==> config.mk <==
export PLATFORM = sky130hd
export DESIGN_NAME = i2c_config_sequencer
export DESIGN_NICKNAME = d
export VERILOG_FILES = /design/src/rtl/i2c_config_sequencer.sv
export SDC_FILE = /design/constraint.sdc
export NUM_CORES = 1
export LEC_CHECK = 0
export ABC_AREA = 0
export BUFFER_PORTS_ARGS = -buffer_cell sky130_fd_sc_hd__buf_2
export CAP_MARGIN = 40
export CELL_PAD_IN_SITES_DETAIL_PLACEMENT = 1
export CELL_PAD_IN_SITES_GLOBAL_PLACEMENT = 2
export CORE_ASPECT_RATIO = 2
export CORE_MARGIN = 3
export CORE_UTILIZATION = 32
export CTS_CLUSTER_DIAMETER = 120
export DETAILED_ROUTE_END_ITERATION = 16
export PLACE_DENSITY = 0.71
export SLEW_MARGIN = 15
export SYNTH_ARGS = -nofsm -noshare
export SYNTH_HDL_FRONTEND = slang
export SYNTH_SLANG_ARGS = --single-unit
==> constraint.sdc <==
create_clock -name clk -period 1.4 [get_ports clk]
set_input_delay 0 -clock clk [delete_from_list [all_inputs] [get_ports clk]]
set_output_delay 0 -clock clk [all_outputs]
set_load 0.01 [all_outputs]
==> src/rtl/i2c_config_sequencer.sv <==
// i2c_config_sequencer: walks a fixed codec register table through the I2C write engine,
// one frame per word, with NACK/timeout retries and an inter-frame gap.
module i2c_config_sequencer #(
  parameter int NUM_REGS       = 10,
  parameter int GAP_CYCLES     = 50000,
  parameter int MAX_RETRY      = 3,
  parameter int TIMEOUT_CYCLES = 1000000
) (
  input  logic        clk,
  input  logic        irstn,
  input  logic        start,
  input  logic        i2c_finish,
  input  logic [2:0]  i2c_ack,
  output logic        i2c_ignition,
  output logic [15:0] i2c_word,
  output logic        busy,
  output logic        done,
  output logic        error,
  output logic [3:0]  reg_index
);
  localparam int GW = $clog2(GAP_CYCLES + 1);
  localparam int TW = $clog2(TIMEOUT_CYCLES + 1);
  localparam int RW = $clog2(MAX_RETRY + 2);
  typedef enum logic [2:0] {IDLE, LOAD, RUN, CHECK, GAP, DONE, ERROR} state_t;
  state_t state_q, state_d;
  logic [15:0] word_q, word_d, rom_word;
  logic [3:0] idx_q, idx_d;
  logic [RW-1:0] retry_q, retry_d;
  logic [GW-1:0] gap_q, gap_d;
  logic [TW-1:0] tmo_q, tmo_d;
  logic armed_q, armed_d, tout_q, tout_d, done_q, done_d, error_q, error_d;
  logic fin_hit, tmo_hit, gap_end, ack_ok, accept, retry_left;
  always_comb begin
    case (idx_q)
      4'd0:    rom_word = 16'h1E00;
      4'd1:    rom_word = 16'h0C00;
      4'd2:    rom_word = 16'h0812;
      4'd3:    rom_word = 16'h0A00;
      4'd4:    rom_word = 16'h0E42;
      4'd5:    rom_word = 16'h1000;
      4'd6:    rom_word = 16'h0017;
      4'd7:    rom_word = 16'h0217;
      4'd8:    rom_word = 16'h0479;
      4'd9:    rom_word = 16'h0679;
      default: rom_word = 16'h0000;
    endcase
  end
  // A finish level is only taken as completion once it has been seen low in this frame.
  assign fin_hit    = armed_q && i2c_finish;
  assign tmo_hit    = int'(tmo_q) == TIMEOUT_CYCLES - 1;
  assign gap_end    = int'(gap_q) == GAP_CYCLES - 1;
  assign ack_ok     = i2c_ack == 3'b111 && !tout_q;
  assign accept     = state_q == IDLE && start;
  assign retry_left = int'(retry_q) < MAX_RETRY;
  always_ff @(posedge clk) begin
    if (!irstn) begin
      state_q <= IDLE;
      word_q  <= '0;
      idx_q   <= '0;
      retry_q <= '0;
      gap_q   <= '0;
      tmo_q   <= '0;
      armed_q <= 1'b0;
      tout_q  <= 1'b0;
      done_q  <= 1'b0;
      error_q <= 1'b0;
    end else begin
      state_q <= state_d;
      word_q  <= word_d;
      idx_q   <= idx_d;
      retry_q <= retry_d;
      gap_q   <= gap_d;
      tmo_q   <= tmo_d;
      armed_q <= armed_d;
      tout_q  <= tout_d;
      done_q  <= done_d;
      error_q <= error_d;
    end
  end
  always_comb begin
    state_d = state_q;
    case (state_q)
      IDLE:    state_d = start ? LOAD : IDLE;
      LOAD:    state_d = RUN;
      RUN:     state_d = (fin_hit || tmo_hit) ? CHECK : RUN;
      CHECK:   state_d = (ack_ok || retry_left) ? GAP : ERROR;
      GAP:     state_d = !gap_end ? GAP : idx_q == 4'(NUM_REGS) ? DONE : LOAD;
      default: state_d = IDLE;
    endcase
  end
  always_comb begin
    word_d  = state_q == LOAD ? rom_word : word_q;
    armed_d = state_q == RUN && (armed_q || !i2c_finish);
    tout_d  = state_q == RUN ? tmo_hit && !fin_hit : tout_q;
    tmo_d   = state_q == RUN ? tmo_q + TW'(1) : '0;
    gap_d   = state_q == GAP ? gap_q + GW'(1) : '0;
    retry_d = (accept || (state_q == CHECK && ack_ok)) ? '0 :
              (state_q == CHECK && retry_left) ? retry_q + RW'(1) : retry_q;
    idx_d   = accept ? '0 :
              (state_q == CHECK && ack_ok) ? idx_q + 4'd1 :
              state_d == DONE ? 4'(NUM_REGS - 1) : idx_q;
    done_d  = accept ? 1'b0 : state_d == DONE ? 1'b1 : done_q;
    error_d = accept ? 1'b0 : state_d == ERROR ? 1'b1 : error_q;
  end
  always_comb begin
    i2c_ignition = state_q == RUN;
    busy         = state_q inside {LOAD, RUN, CHECK, GAP};
    i2c_word     = word_q;
    done         = done_q;
    error        = error_q;
    reg_index    = idx_q;
  end
endmodule

---- Yosys cells after proc, flatten, opt, wreduce, memory -nomap -nowiden ----
Memory sizes are Yosys's and may differ from the RTL's. A register that Yosys moved wholly into a read port is not among the register bits.
Index checks and enable logic that the tools add are counted.
cells by class
  add/sub/neg operators ................... 4
  equal/unequal tests ..................... 10
  bitwise logic cells ..................... 1
  multiplexer cells ....................... 8
  reduce and logical (&&, ||, !) cells .... 22
  magnitude comparators ................... 1
operators with widths
  kind                                                                          count
  20-bit by 1-bit adder with 20-bit output, second input constant               1
  20-bit by 17-bit equality test with 1-bit output, second input constant       1
  16-bit by 1-bit adder with 16-bit output, second input constant               1
  16-bit by 15-bit equality test with 1-bit output, second input constant       1
  3-bit case mux with 5 select lines                                            1
  3-bit equality test, second input constant                                    4
  4-bit 2-to-1 mux                                                              2
  1-bit logical AND                                                             7
  3-bit by 2-bit equality test with 1-bit output, second input constant         2
  3-bit 2-to-1 mux                                                              2
  4-bit by 1-bit adder with 4-bit output, second input constant                 1
  4-bit equality test, second input constant                                    1
  1-bit logical NOT                                                             4
  1-bit logical OR                                                              4
  2-bit AND reduction                                                           2
  4-bit nonzero test                                                            1
  2-bit OR reduction                                                            2
  3-bit by 1-bit adder with 3-bit output, second input constant                 1
  3-bit by 1-bit equality test with 1-bit output, second input constant         1
  3-bit logical NOT                                                             1
  3-bit by 2-bit less-than comparator with 1-bit output, second input constant  1
  1-bit 2-to-1 mux                                                              2
  2-bit 2-to-1 mux                                                              1
  2-bit nonzero test                                                            1
  1-bit NOT                                                                     1
word-level totals
  bits in registers ....................... 66
  bits in read-only memories .............. 176
  output and inout bits ................... 24
  memories ................................ 1
  bits of input ports ..................... 7
  logic and storage cells ................. 57
memories
  memory           depth  bits a word  read ports  clocked after memory_dff  wr ports  line  RTL
  (no name shown)  16     11           1           1                         0         34    case (idx_q)

---- Logic depth before layout (Yosys ltp) ----
Gate-level depths: netlist (run 1).
  word-level depth ........................ 8
  gate-level depth with buffers ........... 6
  mapped depth without buffers ............ 6

---- Least setup slack after synthesis (run 1) ----
OpenSTA, ideal clock, no wires.
  path kind ............................... reg2reg
  start point ............................. reg gap_q[0]
  end point ............................... reg done_q (netlist: done)
  setup time .............................. 0.117 ns
  path buffers ............................ 1
  required time ........................... 1.283 ns
  slack ................................... -0.178 ns
  arrival ................................. 1.461 ns
  clock period less this slack ............ 1.578 ns
  cell stages (with the launch flop) ...... 7
  cell sequence ........................... dfxtp_1 > ha_1 > and3_1 > buf_2 > nand4_1 > or2_1 > a32o_1
on the way
  cells in the longest elaborated chain, start to end .. 4
ends and longest elaborated chain
  what                                              line  RTL
  from (decl)                                       29    logic [GW-1:0] gap_q, gap_d;
  from (signal assigned)                            72    gap_q <= gap_d;
  16-bit by 15-bit equality test with 1-bit output  51    assign gap_end = int'(gap_q) == GAP_CYCLES - 1;
  3-bit 2-to-1 mux                                  87    GAP: state_d = !gap_end ? GAP : idx_q == 4'(NUM_REGS) ? DONE : LOAD;
  3-bit case mux with 5 select lines                82    case (state_q)
  3-bit equality test                               102   done_d = accept ? 1'b0 : state_d == DONE ? 1'b1 : done_q;
  to (signal assigned)                              76    done_q <= done_d;
  to (decl)                                         31    logic armed_q, armed_d, tout_q, tout_d, done_q, done_d, error_q, error_d;
No other way between the ends.
A chain may end at the register's enable or synchronous reset.

---- Worst setup path after layout (run 1) ----
  start point ............................. reg tmo_q[1]
  end point ............................... reg idx_q[1] (netlist: reg_index[1])
on the way
  cells in the longest elaborated chain, start to end .. 6
ends and longest elaborated chain
  what                                              line  RTL
  from (decl)                                       30    logic [TW-1:0] tmo_q, tmo_d;
  from (signal assigned)                            73    tmo_q <= tmo_d;
  20-bit by 17-bit equality test with 1-bit output  50    assign tmo_hit = int'(tmo_q) == TIMEOUT_CYCLES - 1;
  1-bit logical OR                                  85    RUN: state_d = (fin_hit || tmo_hit) ? CHECK : RUN;
  1-bit 2-to-1 mux                                  85
  3-bit case mux with 5 select lines                82
  3-bit equality test                               101   state_d == DONE ? 4'(NUM_REGS - 1) : idx_q;
  2-bit nonzero test (no source line)               --
  to (signal assigned)                              70    idx_q <= idx_d;
  to (decl)                                         27    logic [3:0] idx_q, idx_d;
No other way between the ends.

==> out/qor_table.md, run 1 <==
| Step | Parameter | Value |
| --- | --- | --- |
| grt | GRT Total Usage | 0.187 |
| synthesis | Cell variety after synth | 63 |
| sta | Setup repair after global routing missed its margin | true |
| drt | Detailed Routing Iterations Pass 1 | 4 |
| finish | Share of final-layout standard cells stronger than drive strength 1 | 0.540 |
| die | Floorplan row count | 48 |
| cts | Latest clock arrival within the worst-skew pair | 0.33 ns |
| setup path | Worst reg2reg path startpoint | tmo_q[1] |
| grt | Grt total ovfl | 0 |
| drt | WL final | 9.86 mm |
| drt | Via count | 2897 |
| finish | Top library cells by usage in the layout, fill and taps aside | 69 x sky130_fd_sc_hd__buf_4, 32 x sky130_fd_sc_hd__dfxtp_1, 27 x sky130_fd_sc_hd__nor2_1 |
| sta | Minimum clock period after layout | 1.52 ns |
| run | # Max-Cap Violations | 0 |
| cts | Clock Tree Root | sky130_fd_sc_hd__clkbuf_16 |
| setup path | Worst setup path startpoint | tmo_q[1] |
| sta | Final Hold Violating Endpoints | 0 |
| finish | Post-layout nets | 457 |
| cts | TritonCTS clock tree | done |
| worst hold path | Hold crit path type | in -> reg |
| setup path | Highest net fanout along the worst path | 4 |
| setup path | Critical path launch point type | flop |
| power and ir drop | Total chip power | 4.69 mW |
| drt | DRT antenna net count | 0 |
| sta | Post-layout worst setup margin | -0.123 ns |
| drt | Drt initial violations | 99 |
| drt | Via-to-Cell Ratio | 5.29 |
| synthesis | Synthesized flop and latch total | 60 |
| grt | Pin count of the biggest net entering global routing | 18 |
| drt | Post-detailed-route wirelength per cell | 18.0 µm |
| worst hold path | Cells on Worst Hold Path | 2 |
| cts | Cts bufs inserted | 9 |
| setup path | Worst path buffer plus inverter count | 0 |
| setup path | Cell breakdown of the critical path | ha_4 -> and4_4 -> nand2_8 -> o311ai_4 -> a41oi_2 |
| cts | Clock slew seen by the registers of the worst setup and hold paths | 0.05 ns |
| outcome | Failing checks | setup timing |
| setup path | Gate family responsible for the most delay along the worst path | compound AO/OA/AOI/OAI gates |
| setup path | Largest stage delay on the critical path | 0.38 ns |
| synthesis | Portion of the post-synthesis area used by sequential elements | 0.412 |
| setup path | Endpoint required time on the critical path | 1.59 ns |
| cts | Deepest level of the CTS H-tree | 3 |
| die | Floorplan Core Area | 8770 µm² |
| placement | Number of buffers inserted by port buffering | 25 |
| die | Y dimension of the die | 141 µm |
| sta | Maximum clock frequency | 657 MHz |
| synthesis | Mean area per synthesized cell | 8.94 µm² |
| synthesis | Top FF cell, synth | sky130_fd_sc_hd__dfxtp_1 |
| die | Starting density of the core | 0.332 |
| setup path | Arrival time of data at the critical path endpoint | 1.72 ns |
| setup path | Slack of the worst reg-to-reg path | -0.12 ns |
| setup path | RR Endpoint | reg_index[1] |
| grt | Global-route wire length before repair | 14.6 mm |
| finish | Most common cell after layout, fill and taps aside | sky130_fd_sc_hd__buf_4 |
| placement | HPWL after detailed placement | 6.44 mm |
| synthesis | Yosys warns | 0 |
| cts | Count of clock tree sinks | 60 |
| finish | Number of antenna repair diodes | 0 |
| power and ir drop | Lkg Pwr | 1.93 nW |
| power and ir drop | Worst ir drop on vdd | 0.804 mV |
| die | Top Ports | 31 |
| grt | Vias in the first global route | 3024 |
| drt | Post-route DRC violation count | 0 |
| setup path | Kind of capture point of the worst setup path | flop |
| placement | Final weighted congestion in routability-driven placement | 0.831 |
| synthesis | Post-Synthesis Cell Area | 2910 µm² |
| sta | Number of max-slew violations in the final report | 0 |
| synthesis | Synthesized instance count | 326 |
| finish | Area added between synthesis and finish | 65.8% |
| worst hold path | Worst min-delay path endpoint | i2c_word[9] |
| die | Die footprint | 10400 µm² |
| outcome | Status | complete, but fails checks |
| worst hold path | Source of the worst hold timing path | irstn |
| sta | Clock tree skew after final layout | 0.00568 ns |
| die | Die boundary width | 73.5 µm |
| sta | Final period util | 1.09 |
| sta | Number of setup violations in the final report | 13 |
| setup path | Cell with the largest stage delay on the worst path | sky130_fd_sc_hd__o311ai_4 |
| synthesis | Number of flops mapped to enable cells by yosys | 0 |
| power and ir drop | Power per unit of standard cell area | 970 nW/µm² |
| grt | Number of antenna violations at the first check in global routing | 0 |
| cts | Max Buffers Root-to-Sink | 2 |
| placement | Pre-CTS setup slack | -0.204 ns |
| synthesis | Ys async rst share | 0 |
| setup path | Crit Path Class | reg -> reg |
| setup path | Register-to-Register Path Depth | 5 |
==> report_power, final <==
part / internal [mW] / switching [mW]
Clock: 1.83 / 0.800
Sequential: 1.71 / 0.0239
Combinational: 0.151 / 0.168
Total: 3.70 / 0.992
==> synthesized netlist by cell type, types with 6 or more instances <==
master | count | area share
sky130_fd_sc_hd__dfxtp_1 | 60 | 0.41
sky130_fd_sc_hd__nand3_1 | 21 | 0.036
sky130_fd_sc_hd__ha_1 | 7 | 0.030
sky130_fd_sc_hd__and3_1 | 6 | 0.013
sky130_fd_sc_hd__xor2_1 | 15 | 0.045
sky130_fd_sc_hd__nor2_1 | 39 | 0.050
sky130_fd_sc_hd__nand4_1 | 9 | 0.019
sky130_fd_sc_hd__buf_4 | 8 | 0.021
sky130_fd_sc_hd__a21oi_1 | 13 | 0.022
sky130_fd_sc_hd__nor3_1 | 8 | 0.014
sky130_fd_sc_hd__o21ai_0 | 11 | 0.019
sky130_fd_sc_hd__nand2_1 | 20 | 0.026
sky130_fd_sc_hd__xnor2_1 | 11 | 0.033
sky130_fd_sc_hd__clkbuf_1 | 6 | 0.0077
sky130_fd_sc_hd__and4_1 | 6 | 0.018
sky130_fd_sc_hd__inv_1 | 7 | 0.0090
==> flip-flops by register name, summed over array words and instances (netlist names), 3 cells and up <==
register,count
gap_q,16
i2c_word,10
reg_index,4
retry_q,3
state_q,3
tmo_q,20
==> through the flow <==
step	util	cell area, µm²	setup TNS, ns	cells	hold WS (ns)
5_1_grt	0.551	4830	-2.47	548	0.134
4_1_cts	0.488	4280	-0.468	532	0.0829
3_5_place_dp	0.424	3710	-2.15	512	0.226
6_report	0.551	4830	-0.710	548	0.127
2_1_floorplan	-	2990	-0.472	330	0.0959
3_3_place_gp	0.424	3710	-1.78	512	0.224
==> metal layers <==
metal / GRT usage / vias up / wire, µm
met5: 0 / - / 0
met4: 0.0802 / 0 / 161
met3: 0.0407 / 7 / 239
met2: 0.363 / 28 / 6020
met1: 0.175 / 1457 / 3440
li1: - / 1405 / -
==> worst max path at each step <==
| stage | depth (start not counted) | to |
|---|---|---|
| floorplan | 5 | reg_index[1] |
| global placement | 4 | i2c_word[11] |
| detailed placement | 4 | i2c_word[11] |
| CTS | 4 | reg_index[1] |
| global route | 6 | tmo_q[18] |
| finish | 5 | reg_index[1] |
==> cell families after synthesis <==
family,count (synthesis),synth area share
AOI/OAI and AO/OA,50,0.119
xor gates and xnor gates,26,0.0781
adders and majority gates,7,0.0301
buffers and inverters,26,0.0477
DFF,60,0.412
muxes,5,0.0180
other,1,0.00129
and+or+nand+nor,151,0.293
==> repair_timing <==
item | in CTS | in global routing
pin swaps | 16 | 41
resized for setup | 45 | 103
buffers inserted | 3 | 16
hold buffers | 1 | 0
setup endpoints to repair | 39 | 28
hold endpoints to repair | 1 | 0
==> cell type report <==
cell class	instances	area [µm²]
clock inverter	4	95.1
clock buffer	12	256
tap	100	125
inverter	7	26.3
fill	980	3940
multi-input combinational	244	2100
sequential	60	1270
timing repair buffer	121	967
No activity file was read; power rests on OpenSTA's default activity.
==> run 2: changes to the inputs <==
CORE_MARGIN = 4   (was 3)
==> run 2 against run 1 <==
Compared with the run above:
- the flow still finishes with violations (setup timing)
- register-to-register slack about the same
- first-iteration DRC count shrank 16%
- hold slack gained 0.043 ns
- critical path type unchanged
- critical endpoint is now tmo_q[15]
- largest cell class unchanged
==> out/qor_table.md, run 2 (same netlist as run 1, synthesis figures left out) <==
| Step | Parameter | Value |
| --- | --- | --- |
| finish | Number of antenna repair diodes | 0 |
| setup path | Cell with the largest stage delay on the worst path | sky130_fd_sc_hd__or3_4 |
| finish | Area added between synthesis and finish | 62.3% |
| sta | Final Hold Violating Endpoints | 0 |
| drt | Detailed Routing Iterations Pass 1 | 4 |
| die | Floorplan row count | 49 |
| placement | Total cell area at the placement stage | 3700 µm² |
| placement | Final weighted congestion in routability-driven placement | 0.779 |
| sta | Number of max-slew violations in the final report | 0 |
| setup path | Highest net fanout along the worst path | 4 |
| placement | Pre-CTS setup slack | -0.268 ns |
| die | Y dimension of the die | 143 µm |
| finish | Post-layout nets | 460 |
| finish | Number of flip-flops in the largest register | 20 |
| setup path | Worst reg2reg path startpoint | tmo_q[8] |
| finish | Share of final-layout standard cells stronger than drive strength 1 | 0.549 |
| finish | Top library cells by usage in the layout, fill and taps aside | 78 x sky130_fd_sc_hd__buf_4, 31 x sky130_fd_sc_hd__dfxtp_1, 24 x sky130_fd_sc_hd__buf_2 |
| grt | Grt total ovfl | 0 |
| worst hold path | Hold crit path type | in -> reg |
| die | Top Ports | 31 |
| worst hold path | Source of the worst hold timing path | start |
| worst hold path | Cells on Worst Hold Path | 4 |
| sta | Number of setup violations in the final report | 17 |
| cts | Latest clock arrival within the worst-skew pair | 0.33 ns |
| setup path | Crit Path Class | reg -> reg |
| finish | Post-layout instance count excluding filler cells | 552 |
| placement | Number of buffers inserted by port buffering | 25 |
| placement | Post-placement cell count | 515 |
| cts | Cts bufs inserted | 9 |
| finish | Fill count | 1012 |
| power and ir drop | Power per unit of standard cell area | 892 nW/µm² |
| drt | Via count | 2861 |
| setup path | Arrival time of data at the critical path endpoint | 1.77 ns |
| cts | Count of clock tree sinks | 60 |
| power and ir drop | Lkg Pwr | 1.90 nW |
| cts | TritonCTS clock tree | done |
| cts | Clock Tree Root | sky130_fd_sc_hd__clkbuf_16 |
| finish | Most common cell after layout, fill and taps aside | sky130_fd_sc_hd__buf_4 |
| die | Die boundary width | 75.5 µm |
| finish | Multi-input logic area | 2060 µm² |
| drt | Via-to-Cell Ratio | 5.18 |
| finish | Final instance area | 4730 µm² |
| sta | Setup TNS | -0.817 ns |
| finish | Register area | 1250 µm² |
| grt | Pin count of the biggest net entering global routing | 15 |
| worst hold path | Worst min-delay path endpoint | state_q[0] |
| placement | HPWL after detailed placement | 6.67 mm |
| setup path | RR Endpoint | tmo_q[15] |
| drt | WL final | 9.49 mm |
| grt | GRT Total Usage | 0.182 |
| drt | Post-detailed-route wirelength per cell | 17.2 µm |
| sta | Worst slack on hold paths | 0.170 ns |
| sta | Minimum clock period after layout | 1.52 ns |
| setup path | Endpoint required time on the critical path | 1.66 ns |
| drt | DRT antenna net count | 0 |
| setup path | Kind of capture point of the worst setup path | flop |
| drt | Drt initial violations | 83 |
| grt | Global-route wire length before repair | 14.9 mm |
| setup path | Cell breakdown of the critical path | nand4_4 -> or3_4 -> or3_1 -> a21oi_2 |
| die | Die footprint | 10800 µm² |
| run | # Max-Cap Violations | 0 |
| setup path | Slack of the worst reg-to-reg path | -0.12 ns |
| finish | Register with the most flip-flops | tmo_q |
| power and ir drop | Worst ir drop on vdd | 0.597 mV |
| outcome | Status | complete, but fails checks |
| cts | Clock slew seen by the registers of the worst setup and hold paths | 0.05 ns |
| sta | Final period util | 1.08 |
| setup path | Gate family responsible for the most delay along the worst path | simple AND/OR/NAND/NOR gates |
| outcome | Failing checks | setup timing |
| cts | Max Buffers Root-to-Sink | 2 |
| sta | Clock tree skew after final layout | 0.00521 ns |
| setup path | Register-to-Register Path Depth | 4 |
| power and ir drop | Total chip power | 4.22 mW |
| grt | Number of antenna violations at the first check in global routing | 0 |
| setup path | Worst path buffer plus inverter count | 0 |
| sta | Setup repair after global routing missed its margin | true |
| die | Floorplan Core Area | 8950 µm² |
| die | Starting density of the core | 0.326 |
| finish | Final core area utilization | 0.529 |
| sta | Maximum clock frequency | 660 MHz |
| grt | Vias in the first global route | 3090 |
| sta | Post-layout worst setup margin | -0.115 ns |
| drt | Post-route DRC violation count | 0 |
| cts | Deepest level of the CTS H-tree | 3 |
| setup path | Critical path launch point type | flop |
| setup path | Largest stage delay on the critical path | 0.42 ns |
run 2: cell types whose count changed in the layout (fill, tap and decap cells not counted), sizes merged:
cell and change:
bufinv -3, clkbuf +2, dlygate4sd3 +1, buf +2
run 2: timing repair:
action / CTS / global route
setup buffers: 8 / 12
hold buffers: 2 / 0
setup endpoints to repair: 35 / 40
endpoints found under the hold margin: 2 / 0
gates resized for setup: 48 / 97
cloned: 0 / 0
pin swaps: 25 / 26
run 2: tightest hold or removal path, cell delays in order:
cell and delay (ns):
sky130_fd_sc_hd__buf_2 0.12, sky130_fd_sc_hd__nand2b_1 0.07, sky130_fd_sc_hd__a211o_1 0.19, sky130_fd_sc_hd__a21boi_1 0.08
run 2: how the worst max path moves through the flow:
stage / from / end / slack [ns] / cells after the start
6_report: tmo_q[8] / tmo_q[15] / -0.12 / 4
5_1_grt: tmo_q[0] / tmo_q[18] / -0.19 / 7
4_1_cts: state_q[2] / reg_index[1] / -0.07 / 5
3_5_place_dp: state_q[0] / reg_index[1] / -0.27 / 4
3_3_place_gp: state_q[0] / reg_index[1] / -0.23 / 4
2_1_floorplan: state_q[1] / reg_index[1] / -0.09 / 5
run 2: layer usage:
layer	global-route usage	part of all wire	vias up
li1	-	-	1404
met1	0.184	0.36	1406
met2	0.346	0.60	36
met3	0.0338	0.024	15
met4	0.0747	0.021	0
met5	0	0	-
run 2: final cells by class:
class / instances / share of cell area
multi-input combinational: 244 / 0.436
sequential: 60 / 0.265
timing repair buffer: 124 / 0.206
clock buffer: 14 / 0.0600
tap: 102 / 0.0270
inverter: 7 / 0.00555
clock inverter: 1 / 0.00106
run 2: where the power goes:
group | switching (mW) | internal, mW | total [mW]
Clock | 0.763 | 1.38 | 2.14
Sequential | 0.0221 | 1.72 | 1.75
Combinational | 0.173 | 0.160 | 0.333
Total | 0.958 | 3.26 | 4.22
==> run 3: changes to the inputs <==
MAX_ROUTING_LAYER = met4   (was default)
==> run 3 against run 2 <==
Compared with the run above:
- the flow still finishes with violations (setup timing)
- via count shrank 0.52%
- flip-flop and latch count stayed put
- sequential power about the same
- final cell count shrank 0.18%
- maximum frequency up 0.35%
- critical path depth is 1 higher
- routed wire length grew 1.5%
- first-iteration DRC count grew 45%
- worst setup slack gained 0.0052 ns
- hold slack worse by 0.0025 ns
- critical path type unchanged
- largest cell class unchanged
==> out/qor_table.md, run 3 (same netlist as run 1, synthesis figures left out) <==
| Step | Parameter | Value |
| --- | --- | --- |
| power and ir drop | Power per unit of standard cell area | 898 nW/µm² |
| sta | Final Hold Violating Endpoints | 0 |
| finish | Area added between synthesis and finish | 61.4% |
| die | Floorplan row count | 49 |
| drt | Post-detailed-route wirelength per cell | 17.5 µm |
| sta | Final period util | 1.08 |
| drt | WL final | 9.63 mm |
| grt | Number of antenna violations at the first check in global routing | 0 |
| cts | Clock Tree Root | sky130_fd_sc_hd__clkbuf_16 |
| sta | Post-layout worst setup margin | -0.110 ns |
| grt | Pin count of the biggest net entering global routing | 15 |
| worst hold path | Hold crit path type | in -> reg |
| cts | Latest clock arrival within the worst-skew pair | 0.33 ns |
| finish | Share of final-layout standard cells stronger than drive strength 1 | 0.541 |
| sta | Worst slack on hold paths | 0.167 ns |
| cts | Max Buffers Root-to-Sink | 2 |
| drt | Detailed Routing Iterations Pass 1 | 4 |
| setup path | Cell breakdown of the critical path | buf_6 -> nor3b_4 -> nand4_4 -> o311ai_4 -> a41oi_2 |
| cts | Deepest level of the CTS H-tree | 3 |
| placement | Final weighted congestion in routability-driven placement | 0.790 |
| grt | Vias in the first global route | 3096 |
| setup path | Critical path launch point type | flop |
| sta | Number of setup violations in the final report | 19 |
| finish | Register with the most flip-flops | tmo_q |
| placement | HPWL after detailed placement | 6.67 mm |
| drt | Post-route DRC violation count | 0 |
| finish | Post-layout nets | 459 |
| setup path | Endpoint required time on the critical path | 1.59 ns |
| die | Floorplan Core Area | 8950 µm² |
| outcome | Status | complete, but fails checks |
| finish | Number of antenna repair diodes | 0 |
| drt | Via count | 2846 |
| placement | Number of buffers inserted by port buffering | 25 |
| finish | Top library cells by usage in the layout, fill and taps aside | 77 x sky130_fd_sc_hd__buf_4, 31 x sky130_fd_sc_hd__dfxtp_1, 24 x sky130_fd_sc_hd__buf_2 |
| drt | Drt initial violations | 120 |
| setup path | Gate family responsible for the most delay along the worst path | compound AO/OA/AOI/OAI gates |
| grt | Grt total ovfl | 0 |
| setup path | Worst path buffer plus inverter count | 1 |
| setup path | Kind of capture point of the worst setup path | flop |
| setup path | Crit Path Class | reg -> reg |
| setup path | Largest stage delay on the critical path | 0.33 ns |
| sta | Setup repair after global routing missed its margin | true |
| sta | Minimum clock period after layout | 1.51 ns |
| sta | Maximum clock frequency | 662 MHz |
| cts | Cts bufs inserted | 9 |
| run | # Max-Cap Violations | 0 |
| cts | TritonCTS clock tree | done |
| finish | Number of flip-flops in the largest register | 20 |
| setup path | Arrival time of data at the critical path endpoint | 1.70 ns |
| sta | Clock tree skew after final layout | 0.00417 ns |
| sta | Number of max-slew violations in the final report | 0 |
| setup path | Highest net fanout along the worst path | 4 |
| grt | Global-route wire length before repair | 14.9 mm |
| drt | Via-to-Cell Ratio | 5.17 |
| finish | Most common cell after layout, fill and taps aside | sky130_fd_sc_hd__buf_4 |
| power and ir drop | Worst ir drop on vdd | 0.611 mV |
| finish | Fill count | 1019 |
| die | Die footprint | 10800 µm² |
| die | Top Ports | 31 |
| grt | GRT Total Usage | 0.187 |
| die | Starting density of the core | 0.326 |
| die | Die boundary width | 75.5 µm |
| cts | Count of clock tree sinks | 60 |
| outcome | Failing checks | setup timing |
| power and ir drop | Lkg Pwr | 1.90 nW |
| finish | Final core area utilization | 0.525 |
| drt | DRT antenna net count | 0 |
| die | Y dimension of the die | 143 µm |
| setup path | Cell with the largest stage delay on the worst path | sky130_fd_sc_hd__dfxtp_2 |
| cts | Clock slew seen by the registers of the worst setup and hold paths | 0.05 ns |
## run 3: layout make-up
class | count | area [µm²] | area share
flip-flops and latches | 60 | 1250 | 0.267
well taps | 102 | 128 | 0.0271
clock inverters | 1 | 5.00 | 0.00106
multi-input cells | 244 | 2040 | 0.434
clock buffers | 14 | 284 | 0.0604
repair buffers | 123 | 965 | 0.205
inverters | 7 | 26.3 | 0.00559
## run 3: metal layers
metal | GRT usage | vias up | share of wire
li1 | - | 1402 | -
met1 | 0.184 | 1403 | 0.36
met2 | 0.346 | 27 | 0.60
met3 | 0.0359 | 14 | 0.020
met4 | 0.0719 | 0 | 0.021
met5 | - | - | 0
## run 3: what timing repair did
item,4_1_cts,5_1_grt
pin swaps,25,25
hold buffers,2,0
resized for setup,48,93
hold endpoints to repair,2,0
setup buffers,8,11
endpoints found under the setup margin,35,40
## run 3: through the flow
step           instances  cell area, µm²  worst slack, ns  power (mW)  TNS, ns
2_1_floorplan        330            2990          -0.0948        1.93   -0.472
3_3_place_gp         515            3700           -0.227        2.04    -2.08
3_5_place_dp         515            3700           -0.268        2.04    -3.03
4_1_cts              540            4270          -0.0702        4.23   -0.487
5_1_grt              551            4700           -0.192        4.38    -3.16
6_report             551            4700           -0.110        4.22   -0.924
## run 3: worst register-to-register path, stage by stage, from the launching register on
cell                       delay [ns]
sky130_fd_sc_hd__dfxtp_2         0.33
sky130_fd_sc_hd__buf_6           0.13
sky130_fd_sc_hd__nor3b_4         0.25
sky130_fd_sc_hd__nand4_4         0.18
sky130_fd_sc_hd__o311ai_4        0.32
sky130_fd_sc_hd__a41oi_2         0.16
## run 3: worst paths after layout
path / startpoint / endpoint / slack (ns) / depth (start not counted)
min reg2reg: gap_q[0] / gap_q[0] / 0.45 / 1
max: state_q[2] / reg_index[1] / -0.11 / 5
max reg2reg: state_q[2] / reg_index[1] / -0.11 / 5
min: start / state_q[0] / 0.17 / 4
## run 3: where the power goes
part / leakage (nW) / total (mW) / switching, mW / internal, mW
clock: 0.145 / 2.14 / 0.764 / 1.38
combinational: 1.25 / 0.333 / 0.173 / 0.160
sequential: 0.501 / 1.75 / 0.0225 / 1.72
